## config.mk

```make
export PLATFORM = sky130hd
export DESIGN_NAME = fpu_issue_arbiter
export DESIGN_NICKNAME = d
export VERILOG_FILES = /design/src/rtl/fpu_issue_arbiter.sv
export SDC_FILE = /design/constraint.sdc
export NUM_CORES = 1
export LEC_CHECK = 0
export BUFFER_PORTS_ARGS = -buffer_cell sky130_fd_sc_hd__buf_2
export CORE_MARGIN = 1.5
export CORE_UTILIZATION = 30
export DETAILED_ROUTE_END_ITERATION = 8
export GPL_TIMING_DRIVEN = 0
export PLACE_DENSITY = 0.65
export SYNTH_ARGS = -nofsm -noshare
export SYNTH_HDL_FRONTEND = slang
export SYNTH_SLANG_ARGS = --single-unit
```

## constraint.sdc

```tcl
create_clock -name clk -period 5.21 [get_ports clk]
set_input_delay 1.042 -clock clk [delete_from_list [all_inputs] [get_ports clk]]
set_output_delay 1.042 -clock clk [all_outputs]
set_load 0.05 [all_outputs]
```

## src/rtl/fpu_issue_arbiter.sv

```systemverilog
// fpu_issue_arbiter
// Round-robin issue arbiter that shares one pipelined FPU among NUM_REQ
// requesters. Each cycle, at most one valid requester wins. Its operands are
// registered into the FPU inputs. The winner's ID travels down a tag pipeline
// that is LATENCY+1 stages deep, so the ID reaches the last stage in the same
// cycle as the FPU result. The result and flags are then registered and
// strobed back to that requester.
//
// Ports
//   clk, rst            clock; synchronous active-high reset
//   en                  issue enable (no grants while low)
//   req_valid/ready     per-requester handshake; ready is the one-hot grant
//   req_opa/opb         packed operands, requester i at [32i+31:32i]
//   req_fpu_op/rmode    packed opcode (3b) / rounding mode (2b)
//   opa/opb/fpu_op/rmode  registered FPU inputs
//   out, fpu_flags      FPU result and flags
//   rsp_valid           one-hot, one-cycle result strobe
//   rsp_out/rsp_flags   registered result and flags
//   perf_cnt            per-requester saturating grant counters (16b each)
//
// Build option: define FPU_ARB_PERF_EN to build the grant counters. Without
// it, perf_cnt is tied to zero.

module fpu_issue_arbiter #(
  parameter int NUM_REQ = 4,
  parameter int LATENCY = 4,
  parameter int IDW     = 2
) (
  input  logic                  clk,
  input  logic                  rst,
  input  logic                  en,
  input  logic [NUM_REQ-1:0]    req_valid,
  output logic [NUM_REQ-1:0]    req_ready,
  input  logic [NUM_REQ*32-1:0] req_opa,
  input  logic [NUM_REQ*32-1:0] req_opb,
  input  logic [NUM_REQ*3-1:0]  req_fpu_op,
  input  logic [NUM_REQ*2-1:0]  req_rmode,
  output logic [31:0]           opa,
  output logic [31:0]           opb,
  output logic [2:0]            fpu_op,
  output logic [1:0]            rmode,
  input  logic [31:0]           out,
  input  logic [7:0]            fpu_flags,
  output logic [NUM_REQ-1:0]    rsp_valid,
  output logic [31:0]           rsp_out,
  output logic [7:0]            rsp_flags,
  output logic [NUM_REQ*16-1:0] perf_cnt
);

  logic [IDW-1:0]     ptr;
  logic [IDW-1:0]     ptr_nxt;
  logic [IDW-1:0]     grant_id;
  logic               grant_found;
  logic [NUM_REQ-1:0] grant_vec;
  logic [31:0]        sel_opa;
  logic [31:0]        sel_opb;
  logic [2:0]         sel_op;
  logic [1:0]         sel_rmode;
  int                 arb_idx;

  logic [LATENCY:0]   tag_v;
  logic [IDW-1:0]     tag_id [0:LATENCY];

  // The search starts at ptr and wraps. The first valid requester found
  // wins, and its operand slices are selected in the same pass.
  always_comb begin
    grant_vec   = '0;
    grant_found = 1'b0;
    grant_id    = '0;
    sel_opa     = '0;
    sel_opb     = '0;
    sel_op      = '0;
    sel_rmode   = '0;
    arb_idx     = 0;
    if (en && !rst) begin
      for (int k = 0; k < NUM_REQ; k++) begin
        arb_idx = int'({1'b0, ptr}) + k;
        if (arb_idx >= NUM_REQ) arb_idx = arb_idx - NUM_REQ;
        if (!grant_found && req_valid[arb_idx]) begin
          grant_found        = 1'b1;
          grant_id           = arb_idx[IDW-1:0];
          grant_vec[arb_idx] = 1'b1;
          sel_opa            = req_opa[arb_idx*32 +: 32];
          sel_opb            = req_opb[arb_idx*32 +: 32];
          sel_op             = req_fpu_op[arb_idx*3 +: 3];
          sel_rmode          = req_rmode[arb_idx*2 +: 2];
        end
      end
    end
  end

  assign req_ready = grant_vec;
  assign ptr_nxt   = (grant_id == IDW'(NUM_REQ - 1)) ? '0 : grant_id + 1'b1;

  always_ff @(posedge clk) begin
    if (rst) begin
      ptr    <= '0;
      opa    <= '0;
      opb    <= '0;
      fpu_op <= '0;
      rmode  <= '0;
    end else if (grant_found) begin
      ptr    <= ptr_nxt;
      opa    <= sel_opa;
      opb    <= sel_opb;
      fpu_op <= sel_op;
      rmode  <= sel_rmode;
    end
  end

  // Only the valid bits need a reset. An ID is never used unless its
  // valid bit is set.
  always_ff @(posedge clk) begin
    if (rst) tag_v <= '0;
    else     tag_v <= {tag_v[LATENCY-1:0], grant_found};
  end

  always_ff @(posedge clk) begin
    tag_id[0] <= grant_id;
    for (int s = 1; s <= LATENCY; s++) tag_id[s] <= tag_id[s-1];
  end

  always_ff @(posedge clk) begin
    if (rst) begin
      rsp_valid <= '0;
      rsp_out   <= '0;
      rsp_flags <= '0;
    end else begin
      rsp_valid <= '0;
      if (tag_v[LATENCY]) begin
        rsp_valid[tag_id[LATENCY]] <= 1'b1;
        rsp_out                    <= out;
        rsp_flags                  <= fpu_flags;
      end
    end
  end

`ifdef FPU_ARB_PERF_EN
  for (genvar i = 0; i < NUM_REQ; i++) begin : g_perf
    logic [15:0] cnt;
    always_ff @(posedge clk) begin
      if (rst)                                   cnt <= '0;
      else if (grant_vec[i] && cnt != 16'hFFFF)  cnt <= cnt + 16'd1;
    end
    assign perf_cnt[16*i +: 16] = cnt;
  end
`else
  assign perf_cnt = '0;
`endif

endmodule

```

* Word-level counts from Yosys, hierarchy flattened
Memory sizes are Yosys's and may differ from the RTL's.
Cells that the tools add are included.
Widths: inputs -> output; s select.
** Word-level totals
- Bits in writable memories :: 10
- Bits in latches :: 0
- Memories kept :: 1
- Input port bits :: 323
- Register bits :: 120
- Bits in read-only memories :: 0
** Memories
- tag_id :: words 5, width 2, read ports 5, clocked after memory_dff 0, wr ports 5, line 62 : logic [IDW-1:0] tag_id [0:LATENCY];
** Cells by class
- Shift-type cells :: 16
- Reductions and logical operators :: 14
- Bitwise operators :: 4
- Multipliers :: 4
- Add/subtract/negate cells :: 8
- Equality and inequality tests :: 1
- Div/mod/pow operators :: 0
- Multiplexer cells :: 72
- Magnitude comparators :: 14
** Operators with widths (count)
- $shiftx 128x32->32 :: 8
- $mux 32 :: 18
- $ge 32x1->1 const B :: 4
- $lt 32x4->1 const B :: 4
- $mul 32x3->32 const B :: 4
- $shiftx 12x32->3 :: 4
- $shiftx 8x32->2 :: 4
- $mux 4 :: 8
- $mux 2 :: 11
- $mux 1 :: 21
- $mux 3 :: 5
- $or 4x4->4 :: 3
- $sub 3x3->4 const B :: 3
- $demux 1 s2 :: 5
- $ge 3x3->1 const B :: 3
- $logic_and 1x1->1 :: 9
- $bmux 1 s2 :: 4
- $add 2x2->3 const B :: 2
- $logic_not 1->1 :: 4
- $sub 2x3->4 const B :: 1
- $add 2x1->3 const B :: 1
- $ge 2x3->1 const B :: 1
- $lt 2x3->1 const B :: 1
- $add 2x1->2 const B :: 1
- 4 further kinds :: 4

* Depth between registers and ports, before layout
- Depth after elaboration :: 22
- Gate-level depth with buffers :: 18
- Mapped depth without buffers :: 11

* Least setup slack after synthesis
Ideal clock, no wire load.
- Path type :: register to output
- Start point :: reg ptr[0]
- End point :: out req_ready[3]
- Cell stages (with the launch flop) :: 12
- Setup slack :: 0.797 ns
- Required time :: 4.168 ns
- Data arrival time :: 3.371 ns
- Path through :: dfxtp_1 inv_1 buf_2 clkbuf_1 ha_1 buf_4 or3b_1 a2111oi_1 a31oi_1 nand2_1 nand2_1 a21oi_1
** Between the ends
- Word-level cells in the longest chain between the ends :: 20
- Elaborated cells on any way between the ends :: 74
- Classes of those cells :: 7 x add/sub; 12 x order compare; 42 x mux; 3 x bitwise; 10 x reduce/logical
** RTL lines
- start, declared :: line 50 : logic [IDW-1:0] ptr;
- start signal, assigned :: line 103 : ptr <= ptr_nxt;
- branches (longest 18 deep; another with $ge 32x1->1)
- $mux 4 (*) :: line 79 : if (!grant_found && req_valid[arb_idx]) begin
- $mux 4 (*) :: line 75 : if (en && !rst) begin
- end, declared :: line 33 : output logic [NUM_REQ-1:0] req_ready,
Every way passes the cells marked *. The select of a mux whose other input is x is not followed.

* Worst setup path after layout
- Start point :: reg ptr[0]
- End point :: out req_ready[1]
Same word-level chain as after synthesis.

==> run metrics <==
IO buf count 436; CP required 4.17 ns; Clk Latency, worst-skew pair 0.48 ns; status completed; LEAKAGE 0.007538 uW; CP arrival 3.95 ns; Num CTS Buffers 17; share of layout cells above drive strength 1 46.36%; Yosys cell types 63; Worst VDD drop 221.9 uV; post-DP HPWL 46.70 mm; worst hold slack 0.3270 ns; core area 0.04567 sq mm; first-pass GRT wire length 90.71 mm; number of global-route vias before repair 14540; Synth top area share 23.84%; CTS root buffer clkbuf_16; sequential share of the synthesized area 18.61%; Synth-to-Final Area Change 27.13%; DR vias 14831; clock skew 0.008427 ns; Final Cycle Share 95.89%; Synth Register Bits 130; total global routing overflow 0; WL final 62.86 mm; Synth area leader mux4_2; Highest Clock Rate 0.2002 GHz; Power, Total 5571 uW; Synth Instances 1390; CP max stage cell a211o_1; Post-synth EDFFs 0; Tmin final 4.996 ns; Placement Rows 78; setup bufs post-CTS 0; count of pins over their slew limit 0; Syn Std Cell Area 0.01398 sq mm; Tightest Pin Transition 1.023 ns; setup TNS 0 ns; Residual DRC 0; finished layout cell area 0.01777 sq mm; Synth Flop Type dfxtp_1; Setup Crit Path Kind register to output pin; CTS max path bufs 2; critical path peak fanout 13; Chip Width 218.9 microns; Setup crit end kind output pin; Hold Fails Final Rpt 0; DRT iter0 DRCs 1212; DP Area 0.01716 sq mm; area of the multi-input gates 0.01034 sq mm; ANT nets after route 0; Final nets 2242; Die Ht 218.9 microns; RSZ-0062 raised after global routing false; max_slew headroom 31.81%; Mean Syn Cell Area 10.06 sq um; largest net degree at the start of global routing 17; initial antenna violation count 7; Synth async-reset ratio 0%; setup violators final 0; CTS clock-pin slew for the worst setup and hold paths 0.07 ns; router iterations before antenna repair 5; Ys Warns 0; CTS Sinks 130; CP startpoint kind register; Via density 5.867; crit-path max cell delay 0.52 ns; Filler cells 4605; Total Die Area 0.04791 sq mm; maxcap violations 0; Pwr Density 313.4 mW/mm^2; worst-path cell chain inv_1, buf_2, clkbuf_4, ha_1, buf_4, mux4_2, a211o_1, inv_1, a222oi_1, a21oi_1, buf_2; CTS tree built; ranking of synthesized cells by area mux4_2 (24%), dfxtp_1 (19%), mux2_2 (11%), mux2i_1 (9.3%), a21oi_1 (7.8%); GRT Util Overall 25.47%; H-tree levels 4; post-DR wirelength/cell 24.86 microns; Initial Util 30.61%; Storage cell area 0.002604 sq mm; worst min path class register to register; # IOs 504; GP Congestion 0.9289
synthesized netlist by cell type (2+ instances only):
| library cell | n |
|---|---|
| and3_1 | 2 |
| nand2_1 | 22 |
| nor3_1 | 5 |
| dfxtp_1 | 130 |
| a2bb2oi_1 | 66 |
| a211oi_1 | 6 |
| ha_1 | 10 |
| a222oi_1 | 4 |
| nand3b_1 | 5 |
| nand3_1 | 3 |
| o2111ai_1 | 2 |
| a31oi_1 | 7 |
| buf_4 | 74 |
| buf_2 | 54 |
| nand2b_1 | 3 |
| o21ai_0 | 10 |
| inv_2 | 2 |
| mux4_2 | 148 |
| buf_6 | 8 |
| o31a_1 | 2 |
| nor2b_1 | 12 |
| nor4bb_1 | 2 |
| nand4_1 | 2 |
| a21oi_1 | 218 |
| or3b_1 | 2 |
| mux2i_1 | 130 |
| a211o_1 | 3 |
| nor2_1 | 58 |
| o31ai_1 | 2 |
| and2_1 | 4 |
| nor4_1 | 3 |
| o311ai_0 | 3 |
| a21o_1 | 69 |
| mux2_2 | 133 |
| clkbuf_1 | 75 |
| buf_1 | 10 |
| a221oi_1 | 66 |
| a2111oi_0 | 2 |
| inv_1 | 9 |
state kept, by name, indices dropped and copies added, names as in the netlist:
register	cells
rsp_valid	4
tag_id	10
opa	32
tag_v	5
fpu_op	3
opb	32
rsp_out	32
rsp_flags	8
rmode	2
ptr	2
area by class of cell:
cell class | instances | area share, %
Timing Repair Buffer | 436 | 12.28
Clock inverter | 14 | 0.9433
Tap cell | 600 | 4.224
Inverter | 12 | 0.2534
Sequential cell | 130 | 14.65
Clock buffer | 18 | 2.415
Multi-Input combinational cell | 1092 | 58.20
Buffer | 220 | 6.948
Antenna cell | 6 | 0.08448
cell families (layout without fill, tap and decap cells):
group                    after synthesis  count (layout)  synth area share (%)
AO/OA/AOI/OAI                        475             475                 22.90
XOR/XNOR                               1               1               0.06266
adder cells (fa/ha/maj)               10              10                0.8949
buffers and inverters                233             700                 9.155
flip-flops                           130             130                 18.61
multiplexers                         411             411                 43.86
other                                  1              72               0.02682
AND/OR/NAND/NOR                      129             129                 4.484
repair_timing:
action | CTS | global route
resized for setup | 3 | 2
endpoints found under the setup margin | 4 | 2
hold buffers | 0 | 0
metal layers:
metal / up-vias / global-route usage [%] / routed length, microns
met5: - / 0 / 24
met4: 4 / 9.772 / 1659
met3: 105 / 5.142 / 5518
met2: 853 / 42.75 / 30580
met1: 7405 / 32.03 / 25080
li1: 6464 / - / -
power by group:
part           internal, uW  switching, uW  leakage, uW
Clock                   720            588     0.000287
Combinational          1300           1820      0.00618
Sequential             1080           58.8      0.00107
Total                  3100           2470      0.00754
worst max-delay path: cells and delay by family (launching register included):
family | cells | cell delay [ns]
compound gates | 3 | 0.96
buf+inv | 6 | 1.47
flops | 1 | 0.39
mux | 1 | 0.38
fa+ha+maj | 1 | 0.26
cell usage in the layout, fill, tap and decap left out, types with 6 or more instances in the layout:
cell type,synthesis,routed
inv_6,0,6
diode_2,0,6
a21oi_1,218,218
mux4_2,148,148
nor2b_1,12,12
clkbuf_1,75,74
a221oi_1,66,66
conb_1,1,66
buf_1,10,10
nand2_1,22,21
inv_1,9,9
a31oi_1,7,7
mux2i_1,130,130
buf_6,8,8
a2bb2oi_1,66,66
o21ai_0,10,10
a211oi_1,6,6
a21o_1,69,69
mux2_2,133,133
clkbuf_16,0,17
ha_1,10,10
buf_4,74,74
nor2_1,58,58
buf_2,54,490
dfxtp_1,130,129
metrics by stage:
stage	instances	setup WS, ns	utilization (%)
3_3_place_gp	2491	0.07694	37.57
3_5_place_dp	2491	0.07819	37.57
2_1_floorplan	1455	0.7968	-
4_1_cts	2522	0.07053	38.88
6_report	2528	0.2144	38.91
5_1_grt	2526	0.02965	38.90
path summary, 6_finish.rpt:
kind | start | to | slack [ns] | cells after the start
worst max-delay path | ptr[0] | req_ready[1] | 0.21 | 11
worst min-delay path | tag_id[0][7] | tag_id[0][9] | 0.33 | 0
worst max register to register | ptr[0] | fpu_op[1] | 0.41 | 18
worst min register to register | tag_id[0][7] | tag_id[0][9] | 0.33 | 0
No activity file was read; power rests on OpenSTA's default activity.
